File: config.mk
export PLATFORM = sky130hd
export DESIGN_NAME = mux_scan_seq
export DESIGN_NICKNAME = d
export VERILOG_FILES = /design/src/rtl/mux_scan_seq.sv
export SDC_FILE = /design/constraint.sdc
export NUM_CORES = 1
export LEC_CHECK = 0
export BUFFER_PORTS_ARGS = -buffer_cell sky130_fd_sc_hd__buf_2
export CAP_MARGIN = 20
export CORE_MARGIN = 8
export CORE_UTILIZATION = 40
export CTS_CLUSTER_DIAMETER = 30
export DETAILED_ROUTE_END_ITERATION = 10
export GPL_TIMING_DRIVEN = 0
export PLACE_DENSITY_LB_ADDON = 0.3
export SLEW_MARGIN = 5
export SYNTH_ARGS = -nofsm -noshare
export SYNTH_HDL_FRONTEND = slang
export SYNTH_SLANG_ARGS = --single-unit
export TNS_END_PERCENT = 1
File: constraint.sdc
create_clock -name clk -period 3.4 [get_ports clk]
set_input_delay 0.68 -clock clk [delete_from_list [all_inputs] [get_ports clk]]
set_output_delay 0.68 -clock clk [all_outputs]
set_load 0.005 [all_outputs]
File: src/rtl/mux_scan_seq.sv
// Scan sequencer for a 4:1 bit mux: steps sel through the masked channels, waits
// DWELL cycles on each, samples mux_out and reports the packed word with a done pulse.
module mux_scan_seq #(
  parameter int N_CH  = 4,
  parameter int SEL_W = $clog2(N_CH),
  parameter int DWELL = 2
) (
  input  logic             clk,
  input  logic             rst,
  input  logic             start,
  input  logic [N_CH-1:0]  ch_mask,
  output logic [SEL_W-1:0] sel,
  input  logic             mux_out,
  output logic             busy,
  output logic             done,
  output logic [N_CH-1:0]  sample_word,
  output logic [1:0]       fsm_state
);

  // Handshake: start is a level request taken only in IDLE (ignored while busy or
  // in DONE); done is a one-cycle pulse and sample_word stays valid until the next
  // accepted start. There is no backpressure on the result.

  localparam int CNT_W = (DWELL > 1) ? $clog2(DWELL) : 1;

  typedef enum logic [1:0] {
    IDLE   = 2'd0,
    SETTLE = 2'd1,
    DONE   = 2'd2
  } state_t;

  state_t            state, state_nxt;
  logic [N_CH-1:0]   mask, mask_nxt, word_nxt;
  logic [SEL_W-1:0]  sel_nxt, low_idx, next_idx;
  logic [CNT_W-1:0]  cnt, cnt_nxt;
  logic              busy_nxt, done_nxt, has_next, last_dwell;

  assign fsm_state  = state;
  assign last_dwell = (cnt == CNT_W'(DWELL - 1));

  // Channel search: lowest set bit of the incoming mask, next higher set bit of
  // the latched mask above the current select.
  always_comb begin
    low_idx  = '0;
    next_idx = sel;
    has_next = 1'b0;
    for (int i = N_CH - 1; i >= 0; i--) begin
      if (ch_mask[i]) low_idx = SEL_W'(i);
      if (mask[i] && (i > int'(sel))) begin
        next_idx = SEL_W'(i);
        has_next = 1'b1;
      end
    end
  end

  always_ff @(posedge clk) begin
    if (rst) begin
      state       <= IDLE;
      mask        <= '0;
      sel         <= '0;
      cnt         <= '0;
      busy        <= 1'b0;
      done        <= 1'b0;
      sample_word <= '0;
    end else begin
      state       <= state_nxt;
      mask        <= mask_nxt;
      sel         <= sel_nxt;
      cnt         <= cnt_nxt;
      busy        <= busy_nxt;
      done        <= done_nxt;
      sample_word <= word_nxt;
    end
  end

  always_comb begin
    state_nxt = state;
    case (state)
      IDLE:    if (start) state_nxt = (ch_mask != '0) ? SETTLE : DONE;
      SETTLE:  if (last_dwell && !has_next) state_nxt = DONE;
      DONE:    state_nxt = IDLE;
      default: state_nxt = IDLE;
    endcase
  end

  // Next values of the registered outputs; done is raised on the same edge that
  // enters DONE so it lines up with the state.
  always_comb begin
    mask_nxt = mask;
    sel_nxt  = sel;
    cnt_nxt  = cnt;
    busy_nxt = busy;
    done_nxt = 1'b0;
    word_nxt = sample_word;
    case (state)
      IDLE: begin
        busy_nxt = 1'b0;
        if (start) begin
          mask_nxt = ch_mask;
          word_nxt = '0;
          cnt_nxt  = '0;
          if (ch_mask != '0) begin
            sel_nxt  = low_idx;
            busy_nxt = 1'b1;
          end else begin
            done_nxt = 1'b1;
          end
        end
      end
      SETTLE: begin
        if (last_dwell) begin
          word_nxt[sel] = mux_out;
          cnt_nxt       = '0;
          if (has_next) begin
            sel_nxt = next_idx;
          end else begin
            busy_nxt = 1'b0;
            done_nxt = 1'b1;
          end
        end else begin
          cnt_nxt = cnt + 1'b1;
        end
      end
      DONE:    busy_nxt = 1'b0;
      default: busy_nxt = 1'b0;
    endcase
  end

endmodule

Word-level counts from Yosys, hierarchy flattened
Index checks and enable logic that the tools add are counted.

word-level totals
  input bits = 8
  memories = 0
  memory bits (read-only) = 0
  logic and storage cells = 74
  register bits = 15
  RAM bits = 0
  bits in latches = 0
  output and inout port bits = 10

operators by class
  order comparisons = 5
  multiply operators = 0
  divide/modulo/power cells = 0
  shift-type cells = 0
  add/subtract/negate cells = 1
  multiplexer cells = 38
  eq/ne operators = 8
  reduce and logical (&&, ||, !) cells = 15
  bitwise logic cells = 0

operator list
  kind                                                               number
  two-way mux 2 bit                                                  14
  two-way mux 1 bit                                                  14
  != test 2 bit, second input constant                               6
  two-way mux 4 bit                                                  2
  one-hot mux 2 bit (2 select lines)                                 2
  one-hot mux 4 bit (2 select lines)                                 1
  AND reduction 2 bit                                                4
  one-hot mux 1 bit (2 select lines)                                 3
  AND reduction 6 bit                                                1
  logical AND 1 bit                                                  5
  bitwise mux 4 bit                                                  1
  greater-than comparator 2 bit, first input constant                2
  != test 4 bit, second input constant                               1
  nonzero test 4 bit                                                 1
  < comparator 2 x 3 -> 1 bit, second input constant                 1
  AND reduction 3 bit                                                1
  demux 1 bit (select 2 bit)                                         1
  equality test 2 x 1 -> 1 bit, second input constant                1
  greater-or-equal comparator 2 x 1 -> 1 bit, second input constant  1
  greater-than comparator 1 x 2 -> 1 bit, first input constant       1
  zero test 2 bit                                                    1
  nonzero test 2 bit                                                 1
  adder 1 bit, second input constant                                 1
  zero test 1 bit                                                    1

Depth between registers and ports, before layout
Gate-level depths: netlist of run 1.

  depth in word-level cells = 9
  mapped depth = 6
  mapped depth without buffers = 4

Worst setup path before layout of run 1
Ideal clock, no wire load.

  path kind = input to register
  start = in ch_mask[3]
  end = reg sel[0]
  arrival = 1628 ps
  setup slack = 1701 ps
  buffers on the path = 0
  setup time = 72 ps
  cell stages on the path = 4
  required time = 3328 ps
  cells stage by stage = or4_1 nor2_1 or3_4 mux2i_1

between the ends
  word-level cells in the longest chain between the ends = 7
  elaborated cells on any way between the ends = 10
  those cells by class = eq/ne (1); mux (7); reduce/logical (2)

RTL lines
  item                                line  source
  from (decl)                         11    input logic [N_CH-1:0] ch_mask,
  two-way mux 2 bit (4 in a row)      48    if (ch_mask[i]) low_idx = SEL_W'(i);
  two-way mux 2 bit                   102   if (ch_mask != '0) begin
  two-way mux 2 bit                   98    if (start) begin
  one-hot mux 2 bit (2 select lines)  95    case (state)
  to (signal assigned)                68    sel <= sel_nxt;
  to (decl)                           12    output logic [SEL_W-1:0] sel,

Parallel ways exist; a longest one is shown, timed or not. The select of a mux whose other input is x is not followed.
A chain may end at the register's enable or synchronous reset.

Final worst setup path of run 1
  start = reg state[1] (netlist: fsm_state[1])
  end = reg sel[1]

between the ends
  word-level cells in the longest chain between the ends = 3
  elaborated cells on any way between the ends = 10
  those cells by class = eq/ne (6); mux (1); reduce/logical (3)

RTL lines
  item                                                             line  source
  from (decl)                                                      32    state_t state, state_nxt;
  from (signal assigned)                                           66    state <= state_nxt;
  equality test 2 x 1 -> 1 bit or zero test 2 bit (tied branches)  95
  != test 4 bit (no line) (tied with other cells)                  --
  AND reduction 6 bit (no line)                                    --

Parallel ways exist; a longest one is shown, timed or not.

==> results.sh, run 1 <==
export IMPL_cts_resized=0
export IMPL_required_ns=3.61
export IMPL_route_detailed_drc=0
export IMPL_synth_warnings=0
export IMPL_area_growth_synth_to_final_pct=20.2
export IMPL_r2r_slack_ns=1.76
export IMPL_htreeDepth=1
export IMPL_rows=15
export IMPL_nets=114
export IMPL_viasPerCell=5.76
export IMPL_pin_count=18
export IMPL_worst_pin_slew_ns=0.592
export IMPL_pwr_share_comb=0.198
export IMPL_cts_buffer_depth=2
export IMPL_power_density_mw_per_mm2=442
export IMPL_layout_drive_gt1_share=0.286
export IMPL_wl_per_cell_um=13.6
export IMPL_cts_setup_buffers=0
export IMPL_dieWidth_um=58.0
export IMPL_synthTopCellsByArea="dfxtp_1, nand2_1, nor4_1"
export IMPL_track_usage=0.106
export IMPL_crit_path_start_kind="flip-flop"
export IMPL_finalCriticalPeriod_ns=1.64
export IMPL_hp_start="mask[1]"
export IMPL_hp_class="flip-flop to flip-flop"
export IMPL_cts_tree="done"
export IMPL_setup_violations=0
export IMPL_synth_top_area_share=0.398
export IMPL_switching_share=0.275
export IMPL_regArea_um2=280
export IMPL_end_kind="flip-flop"
export IMPL_arrival_ns=1.85
export IMPL_drtIter0Drc=15
export IMPL_clock_fmax_mhz=609
export IMPL_worstSetupPathType="flip-flop to flip-flop"
export IMPL_path_max_fanout=10
export IMPL_syn_inst=84
export IMPL_grt_overflow_total=0
export IMPL_internal_power_mw=0.271
export IMPL_die_area_mm2=0.00336
export IMPL_status="finished, final reports clean"
export IMPL_maxSlewViolCount=0
export IMPL_drt_antenna_violating_nets=0
export IMPL_holdWs_ns=0.478
export IMPL_reg2reg_to="sel[1]"
export IMPL_ys_seq_area_frac=0.398
export IMPL_diodes=0
export IMPL_p_switching_mw=0.103
export IMPL_p_seq_frac=0.485
export IMPL_clk_pin_slew_ns=0.08
export IMPL_yosys_area_top_type="dfxtp_1"
export IMPL_place_congestion=0.800
export IMPL_postSynthAreaPerCell_um2=8.39
export IMPL_hold_viol=0
export IMPL_grt_pass1_wl_um=2800
export IMPL_r2r_start="fsm_state[1]"
export IMPL_grt_max_degree=11
export IMPL_nFillCells=170
export IMPL_worst_path_max_delay_cell="or3_4"
export IMPL_dr_pass1_iters=4
export IMPL_power_mw=0.374
export IMPL_postCtsHoldBufs=0
export IMPL_grt_pass1_vias=645
export IMPL_fin_crit_sh=0.483
export IMPL_synth_area_um2=704
export IMPL_numCtsBuffers=3
export IMPL_cp_slowest_stage_delay_ns=0.41
export IMPL_antenna_found_initial=0
export IMPL_min_to="mask[1]"
export IMPL_core_area_mm2=0.00169
export IMPL_clock_power_share=0.316
export IMPL_whs_path_depth=2
export IMPL_numPortBuffers=17
export IMPL_synth_net_count=92
export IMPL_cap_violations=0
export IMPL_routed_wl_um=1650
export IMPL_clk_latency_ns=0.28
export IMPL_die_h_um=58.0
export IMPL_skew_ns=0.00236
export IMPL_cts_root_buf="clkbuf_4"
export IMPL_ir_worst_vdd_uv=201
export IMPL_start_util=0.417
export IMPL_yosysUniqueCellTypes=30
export IMPL_critPathTopFamily="simple AND/OR/NAND/NOR gates"
export IMPL_p_leak_nw=0.342
export IMPL_rsz0062_at_grt="no"
export IMPL_multi_input_area_um2=400
export IMPL_ys_ff_latch=14
export IMPL_cts_sinks=14
export IMPL_hpwl_um=1310
export IMPL_dr_total_vias=703
export IMPL_fin_tns_setup_ns=0
export IMPL_ff2ff_path_depth=5
export IMPL_cp_num_buf_inv=1
export IMPL_crit_chain="clkbuf_1, or2b_1, a2111oi_2, or3_4, a211oi_2"
export IMPL_max_slew_margin=0.604
-- synth_stat cells, drive strengths merged --
library cell / number
o211ai: 2
mux2: 2
nor3: 3
or2b: 1
o21ai: 3
a2111oi: 1
or4: 1
a21oi: 6
nor3b: 2
a221o: 1
nand2: 11
or3b: 1
a22oi: 1
o21a: 1
nor2: 8
nor4: 6
or3: 2
nand2b: 1
a211oi: 1
mux2i: 2
nor2b: 4
a21boi: 1
dfxtp: 14
inv: 2
or2: 1
o21bai: 1
o21ba: 1
clkbuf: 4
-- layout make-up --
class / count / share of cell area
multi-input cells: 64 / 0.473
flip-flops and latches: 14 / 0.331
repair buffers: 17 / 0.100
clock buffers: 4 / 0.0428
well taps: 17 / 0.0251
plain buffers: 4 / 0.0192
inverters: 2 / 0.00886
-- stage by stage --
| stage | setup WS [ns] | instances | cell area (µm²) | util |
|---|---|---|---|---|
| 4_1_cts | 1.76 | 122 | 847 | 0.501 |
| 5_1_grt | 1.66 | 122 | 847 | 0.501 |
| 2_1_floorplan | 1.70 | 84 | 704 | - |
| 6_report | 1.76 | 122 | 847 | 0.501 |
| 3_5_place_dp | 1.50 | 118 | 811 | 0.480 |
| 3_3_place_gp | 1.52 | 118 | 811 | 0.480 |
-- registers in the layout (all words and copies together) (netlist names) --
register	count
sel	2
cnt	1
done	1
fsm_state	2
sample_word	4
busy	1
mask	3
-- kinds of logic (layout without fill, tap and decap cells) --
group                  after synthesis  in the layout  synth area share
buffers and inverters                6             27            0.0337
muxes                                4              4            0.0604
and+or+nand+nor                     41             41             0.313
DFF                                 14             14             0.398
AOI/OAI and AO/OA                   19             19             0.195
-- worst max path at each step --
| stage | startpoint | end | slack (ns) | cells after the start |
|---|---|---|---|---|
| after floorplan | ch_mask[3] | sel[0] | 1.70 | 4 |
| after global placement | ch_mask[3] | sel[0] | 1.52 | 5 |
| after detailed placement | ch_mask[3] | sel[0] | 1.50 | 5 |
| after CTS | fsm_state[1] | sel[1] | 1.76 | 5 |
| after global routing | fsm_state[1] | fsm_state[1] | 1.66 | 5 |
| final | fsm_state[1] | sel[1] | 1.76 | 5 |
-- power by group through the flow --
stage / sequential, mW / combinational, mW / clock (mW)
2_1_floorplan: 0.185 / 0.0499 / 0
3_3_place_gp: 0.185 / 0.0724 / 0
3_5_place_dp: 0.185 / 0.0738 / 0
4_1_cts: 0.182 / 0.0740 / 0.122
5_1_grt: 0.183 / 0.0816 / 0.134
6_report: 0.182 / 0.0741 / 0.118
-- layout by cell type, fill, tap and decap left out, drive strengths merged, types with 2 or more instances in the layout --
master / n
inv: 2
nor3: 3
dfxtp: 14
buf: 17
mux2i: 2
nor4: 6
nor2b: 4
o211ai: 2
clkbuf: 8
nand2: 11
a21oi: 6
nor3b: 2
nor2: 8
or3: 2
o21ai: 3
mux2: 2
-- metal layers --
layer  track usage  share of wire  vias to the layer above
met3        0.0397          0.074                        5
met4        0.0629          0.022                        0
met2         0.167           0.48                       22
met5             0              0                        -
li1              -              -                      345
met1         0.119           0.42                      331
-- tightest hold or removal path, cell delays in order (launching register included) --
cell and delay [ns]:
dfxtp_1 0.33, nand2_1 0.06, a21oi_1 0.05
No activity file was read; power rests on OpenSTA's default activity.
==> run 2: changes to the inputs <==
==> constraint.sdc (replaced) <==
create_clock -name clk -period 1.5 [get_ports clk]
set_input_delay 0.3 -clock clk [delete_from_list [all_inputs] [get_ports clk]]
set_output_delay 0.3 -clock clk [all_outputs]
set_load 0.005 [all_outputs]
==> run 2 against run 1 <==
Effect of this change:
- utilization increased by 2.2 points
- combinational power increased by 150%
- critical endpoint unchanged
- clock skew decreased by 0.0016 ns
- highest routed layer unchanged
- power increased by 130%
- worst hold slack got worse by 0.23 ns
==> results.sh, run 2 (synthesized netlist as in run 1, its figures left out) <==
export IMPL_whs_path_depth=2
export IMPL_ir_worst_vdd_uv=468
export IMPL_area_growth_synth_to_final_pct=25.6
export IMPL_cts_root_buf="clkbuf_4"
export IMPL_grt_overflow_total=0
export IMPL_nets=113
export IMPL_die_h_um=58.0
export IMPL_crit_path_start_kind="flip-flop"
export IMPL_hpwl_um=1310
export IMPL_layout_commonest_cell="buf_2"
export IMPL_drtIter0Drc=16
export IMPL_postCtsHoldBufs=0
export IMPL_rsz0062_at_grt="yes"
export IMPL_pin_count=18
export IMPL_internal_power_mw=0.627
export IMPL_grt_pass1_vias=655
export IMPL_clock_power_share=0.312
export IMPL_status="finished, final reports clean"
export IMPL_diodes=0
export IMPL_reg2reg_to="sel[1]"
export IMPL_r2r_start="fsm_state[0]"
export IMPL_stdcell_count=121
export IMPL_worst_pin_slew_ns=0.593
export IMPL_switching_share=0.283
export IMPL_ff2ff_path_depth=4
export IMPL_numPortBuffers=17
export IMPL_p_leak_nw=0.352
export IMPL_cts_sinks=14
export IMPL_routed_wl_um=1720
export IMPL_hp_start="rst"
export IMPL_crit_start="fsm_state[0]"
export IMPL_core_area_mm2=0.00169
export IMPL_nFillCells=162
export IMPL_fin_crit_sh=0.985
export IMPL_cts_buffer_depth=2
export IMPL_hold_viol=0
export IMPL_path_max_fanout=7
export IMPL_antenna_found_initial=0
export IMPL_pwr_share_comb=0.210
export IMPL_final_cell_mix="buf_2, nand2_1, dfxtp_1, nor2_1"
export IMPL_finalCriticalPeriod_ns=1.48
export IMPL_arrival_ns=1.69
export IMPL_start_util=0.417
export IMPL_cts_tree="done"
export IMPL_cts_setup_buffers=0
export IMPL_clock_fmax_mhz=677
export IMPL_htreeDepth=1
export IMPL_track_usage=0.111
export IMPL_top_regs="sample_word: 4 flops, mask: 3 flops"
export IMPL_setup_violations=0
export IMPL_place_congestion=0.800
export IMPL_end_kind="flip-flop"
export IMPL_max_slew_margin=0.603
export IMPL_viasPerCell=5.79
export IMPL_largest_reg_flops=4
export IMPL_hp_class="input pin to flip-flop"
export IMPL_clk_pin_slew_ns=0.08
export IMPL_cap_violations=0
export IMPL_numCtsBuffers=3
export IMPL_r2r_slack_ns=0.02
export IMPL_dieWidth_um=58.0
export IMPL_clk_latency_ns=0.28
export IMPL_worstSetupPathType="flip-flop to flip-flop"
export IMPL_p_switching_mw=0.247
export IMPL_rows=15
export IMPL_dr_total_vias=701
export IMPL_die_area_mm2=0.00336
export IMPL_largest_register="sample_word"
export IMPL_grt_pass1_wl_um=2930
export IMPL_skew_ns=0.000796
export IMPL_min_to="sel[1]"
export IMPL_p_seq_frac=0.478
export IMPL_required_ns=1.71
export IMPL_fin_tns_setup_ns=0
export IMPL_route_detailed_drc=0
export IMPL_dp_cells=118
export IMPL_grt_max_degree=12
export IMPL_drt_antenna_violating_nets=0
export IMPL_layout_drive_gt1_share=0.375
export IMPL_power_density_mw_per_mm2=987
export IMPL_wl_per_cell_um=14.2
export IMPL_dr_pass1_iters=6
export IMPL_maxSlewViolCount=0
## run 2: layout make-up
cell class,count,area (µm²),area share
Sequential cell,14,285,0.322
Multi-Input combinational cell,64,433,0.489
Inverter,2,7.51,0.00849
Tap cell,17,21.3,0.0240
Timing Repair Buffer,17,85.1,0.0962
Buffer,3,16.3,0.0184
Clock buffer,4,36.3,0.0410
## run 2: worst max-delay path by stage
stage / to / cells after the start
floorplan: sel[1] / 5
global placement: sel[1] / 5
detailed placement: sel[1] / 5
CTS: sel[1] / 5
global route: sel[1] / 4
finish: sel[1] / 4
## run 2: power by group through the flow
stage,Combinational [mW],Clock (mW),Sequential (mW)
floorplan,0.113,0,0.419
global placement,0.164,0,0.419
detailed placement,0.167,0,0.420
CTS,0.180,0.276,0.416
global route,0.202,0.304,0.422
finish,0.183,0.273,0.418
## run 2: metrics by stage
stage / utilization / power (mW) / hold slack (ns) / cell area, µm² / worst slack, ns
detailed placement: 0.480 / 0.588 / 0.465 / 811 / -0.121
global route: 0.524 / 0.927 / 0.239 / 885 / -0.0445
finish: 0.524 / 0.874 / 0.248 / 885 / 0.0218
global placement: 0.480 / 0.583 / 0.464 / 811 / -0.0708
CTS: 0.520 / 0.873 / 0.236 / 878 / 0.00521
floorplan: - / 0.532 / 0.365 / 704 / 0.00499
## run 2: worst max-delay path: stages (launching register included)
cell      delay (ns)
dfxtp_2         0.36
mux2i_2         0.19
or2_4           0.27
or3_4           0.39
a211oi_2        0.21
## run 2: repair_timing
item                                    in CTS  in global routing
pin swaps                                    0                  1
resized for setup                            8                  6
endpoints found under the setup margin      10                  7
cloned                                       0                  0
## run 2: metal layers
| layer | up-vias | routed length (µm) | global-route usage |
|---|---|---|---|
| met3 | 4 | 107 | 0.0397 |
| met1 | 336 | 738 | 0.125 |
| met2 | 18 | 844 | 0.175 |
| met5 | - | 0 | 0 |
| met4 | 0 | 27 | 0.0629 |
| li1 | 343 | - | - |
==> run 3: changes to the inputs <==
--- a/config.mk
+++ b/config.mk
@@ -5,6 +5,7 @@
 export SDC_FILE = /design/constraint.sdc
 export NUM_CORES = 1
 export LEC_CHECK = 0
+export ABC_AREA = 1
 export BUFFER_PORTS_ARGS = -buffer_cell sky130_fd_sc_hd__buf_2
 export CAP_MARGIN = 20
 export CORE_MARGIN = 8
@@ -12,6 +13,7 @@
 export CTS_CLUSTER_DIAMETER = 30
 export DETAILED_ROUTE_END_ITERATION = 10
 export GPL_TIMING_DRIVEN = 0
+export MAX_ROUTING_LAYER = met4
 export PLACE_DENSITY_LB_ADDON = 0.3
 export SLEW_MARGIN = 5
 export SYNTH_ARGS = -nofsm -noshare
==> run 3 against run 2 <==
Effect of this change:
- clock skew rose by 0.0036 ns
- sequential share of layout area rose by 2.5 points
- final cell count rose by 11%
- die area fell by 2.3%
- via count fell by 0.14%
- first-iteration DRC count rose by 6.3%
- register-to-register slack improved by 0.26 ns
- highest routed layer unchanged
==> results.sh, run 3 <==
export IMPL_synth_top_area_share=0.411
export IMPL_synth_area_um2=682
export IMPL_maxSlewViolCount=0
export IMPL_clk_pin_slew_ns=0.08
export IMPL_ir_worst_vdd_uv=629
export IMPL_antenna_found_initial=0
export IMPL_grt_pass1_vias=661
export IMPL_async_flop_share=0
export IMPL_critPathTopFamily="simple AND/OR/NAND/NOR gates"
export IMPL_worst_path_max_delay_cell="dfxtp_1"
export IMPL_postSynthAreaPerCell_um2=6.96
export IMPL_worstSetupPathType="flip-flop to flip-flop"
export IMPL_finalCriticalPeriod_ns=1.21
export IMPL_cp_slowest_stage_delay_ns=0.34
export IMPL_power_density_mw_per_mm2=987
export IMPL_path_max_fanout=9
export IMPL_hp_class="input pin to flip-flop"
export IMPL_cts_root_buf="clkbuf_4"
export IMPL_track_usage=0.109
export IMPL_cts_buffer_depth=2
export IMPL_cts_sinks=14
export IMPL_holdWs_ns=0.291
export IMPL_largest_register="sample_word"
export IMPL_clk_latency_ns=0.28
export IMPL_p_switching_mw=0.245
export IMPL_numPortBuffers=16
export IMPL_cts_resized=0
export IMPL_pin_count=18
export IMPL_start_util=0.408
export IMPL_dr_pass1_iters=4
export IMPL_worst_pin_slew_ns=0.398
export IMPL_synth_most_common_cell="nand2_1"
export IMPL_core_area_mm2=0.00167
export IMPL_crit_path_start_kind="flip-flop"
export IMPL_end_kind="flip-flop"
export IMPL_required_ns=1.68
export IMPL_cts_tree="done"
export IMPL_cap_violations=0
export IMPL_fin_crit_sh=0.810
export IMPL_layout_drive_gt1_share=0.256
export IMPL_layout_commonest_cell="nand2_1"
export IMPL_synth_net_count=106
export IMPL_grt_pass1_wl_um=2720
export IMPL_clock_power_share=0.257
export IMPL_hold_viol=0
export IMPL_skew_ns=0.00435
export IMPL_status="finished, final reports clean"
export IMPL_pwr_share_comb=0.218
export IMPL_final_cell_mix="nand2_1, buf_2, dfxtp_1, inv_1, nor2_1"
export IMPL_cts_setup_buffers=0
export IMPL_internal_power_mw=0.550
export IMPL_drt_antenna_violating_nets=0
export IMPL_synth_warnings=0
export IMPL_area_growth_synth_to_final_pct=18.2
export IMPL_p_leak_nw=0.388
export IMPL_routed_wl_um=1610
export IMPL_arrival_ns=1.40
export IMPL_rows=15
export IMPL_cp_num_buf_inv=1
export IMPL_grt_overflow_total=0
export IMPL_htreeDepth=1
export IMPL_setup_violations=0
export IMPL_synthTopCellsByArea="dfxtp_1, nand2_1, a21oi_1"
export IMPL_postCtsHoldBufs=0
export IMPL_fin_tns_setup_ns=0
export IMPL_largest_reg_flops=4
export IMPL_max_slew_margin=0.734
export IMPL_top_regs="sample_word: 4 flops, mask: 3 flops"
export IMPL_ys_ff_latch=14
export IMPL_route_detailed_drc=0
export IMPL_yosysUniqueCellTypes=17
export IMPL_switching_share=0.308
export IMPL_place_congestion=0.878
export IMPL_synth_common_cells="nand2_1, dfxtp_1, inv_1, nor2_1, a21oi_1"
export IMPL_synth_edf_count=0
export IMPL_diodes=0
export IMPL_rsz0062_at_grt="no"
export IMPL_drtIter0Drc=17
export IMPL_die_area_mm2=0.00328
export IMPL_viasPerCell=5.22
export IMPL_wl_per_cell_um=12.0
export IMPL_die_h_um=57.3
export IMPL_yosys_area_top_type="dfxtp_1"
export IMPL_dieWidth_um=57.3
export IMPL_synth_ff_type="dfxtp_1"
export IMPL_numCtsBuffers=3
export IMPL_dr_total_vias=700
export IMPL_ys_seq_area_frac=0.411
export IMPL_crit_chain="inv_1, nand3_2, nand2_2, nand2_2, nor2_4, nand2_1, nand2_1, nor2_1"
export IMPL_clock_fmax_mhz=823
export IMPL_syn_inst=98
export IMPL_hpwl_um=1280
export IMPL_nets=127
export IMPL_p_seq_frac=0.524
export IMPL_grt_max_degree=10
-- run 3: cell type report --
type | instances | area, µm²
buffer | 1 | 3.75
clock buffer | 3 | 22.5
fill | 179 | 865
inverter | 14 | 53.8
multi-input combinational | 69 | 344
sequential | 14 | 280
tap | 17 | 21.3
timing repair buffer | 16 | 80.1
-- run 3: per-layer routing --
layer	up-vias	track usage	wire [µm]
met3	4	0.0583	137
li1	357	-	-
met2	26	0.167	729
met4	0	0.0429	29
met1	313	0.115	708
met5	-	-	0
-- run 3: kinds of logic after synthesis --
family,after synthesis,synth area share
and+or+nand+nor,50,0.361
AOI/OAI and AO/OA,19,0.143
buffers and inverters,15,0.0844
DFF,14,0.411
-- run 3: worst paths after layout --
path	start	end	slack, ns	depth (start not counted)
max	fsm_state[0]	sel[1]	0.29	8
min reg2reg	sample_word[1]	sample_word[1]	0.46	2
max reg2reg	fsm_state[0]	sel[1]	0.29	8
min	ch_mask[1]	mask[1]	0.29	3
-- run 3: per-stage QoR --
step / power, mW / instances / setup WS [ns] / instance area (µm²) / utilization
final: 0.795 / 134 / 0.285 / 806 / 0.482
after global routing: 0.850 / 134 / 0.144 / 806 / 0.482
after CTS: 0.807 / 134 / 0.282 / 806 / 0.482
after detailed placement: 0.599 / 131 / 0.289 / 783 / 0.469
after global placement: 0.594 / 131 / 0.310 / 783 / 0.469
after floorplan: 0.545 / 98 / 0.421 / 682 / -
-- run 3: power groups by stage --
stage	combinational (mW)	sequential [mW]	clock, mW
floorplan	0.122	0.423	0
global placement	0.170	0.424	0
detailed placement	0.174	0.425	0
CTS	0.174	0.416	0.217
global route	0.201	0.419	0.230
finish	0.174	0.417	0.205
-- run 3: worst min-delay path, delay by kind of cell --
family                 cells  cell delay [ns]
buffers and inverters      2             0.17
AOI/OAI and AO/OA          1             0.06
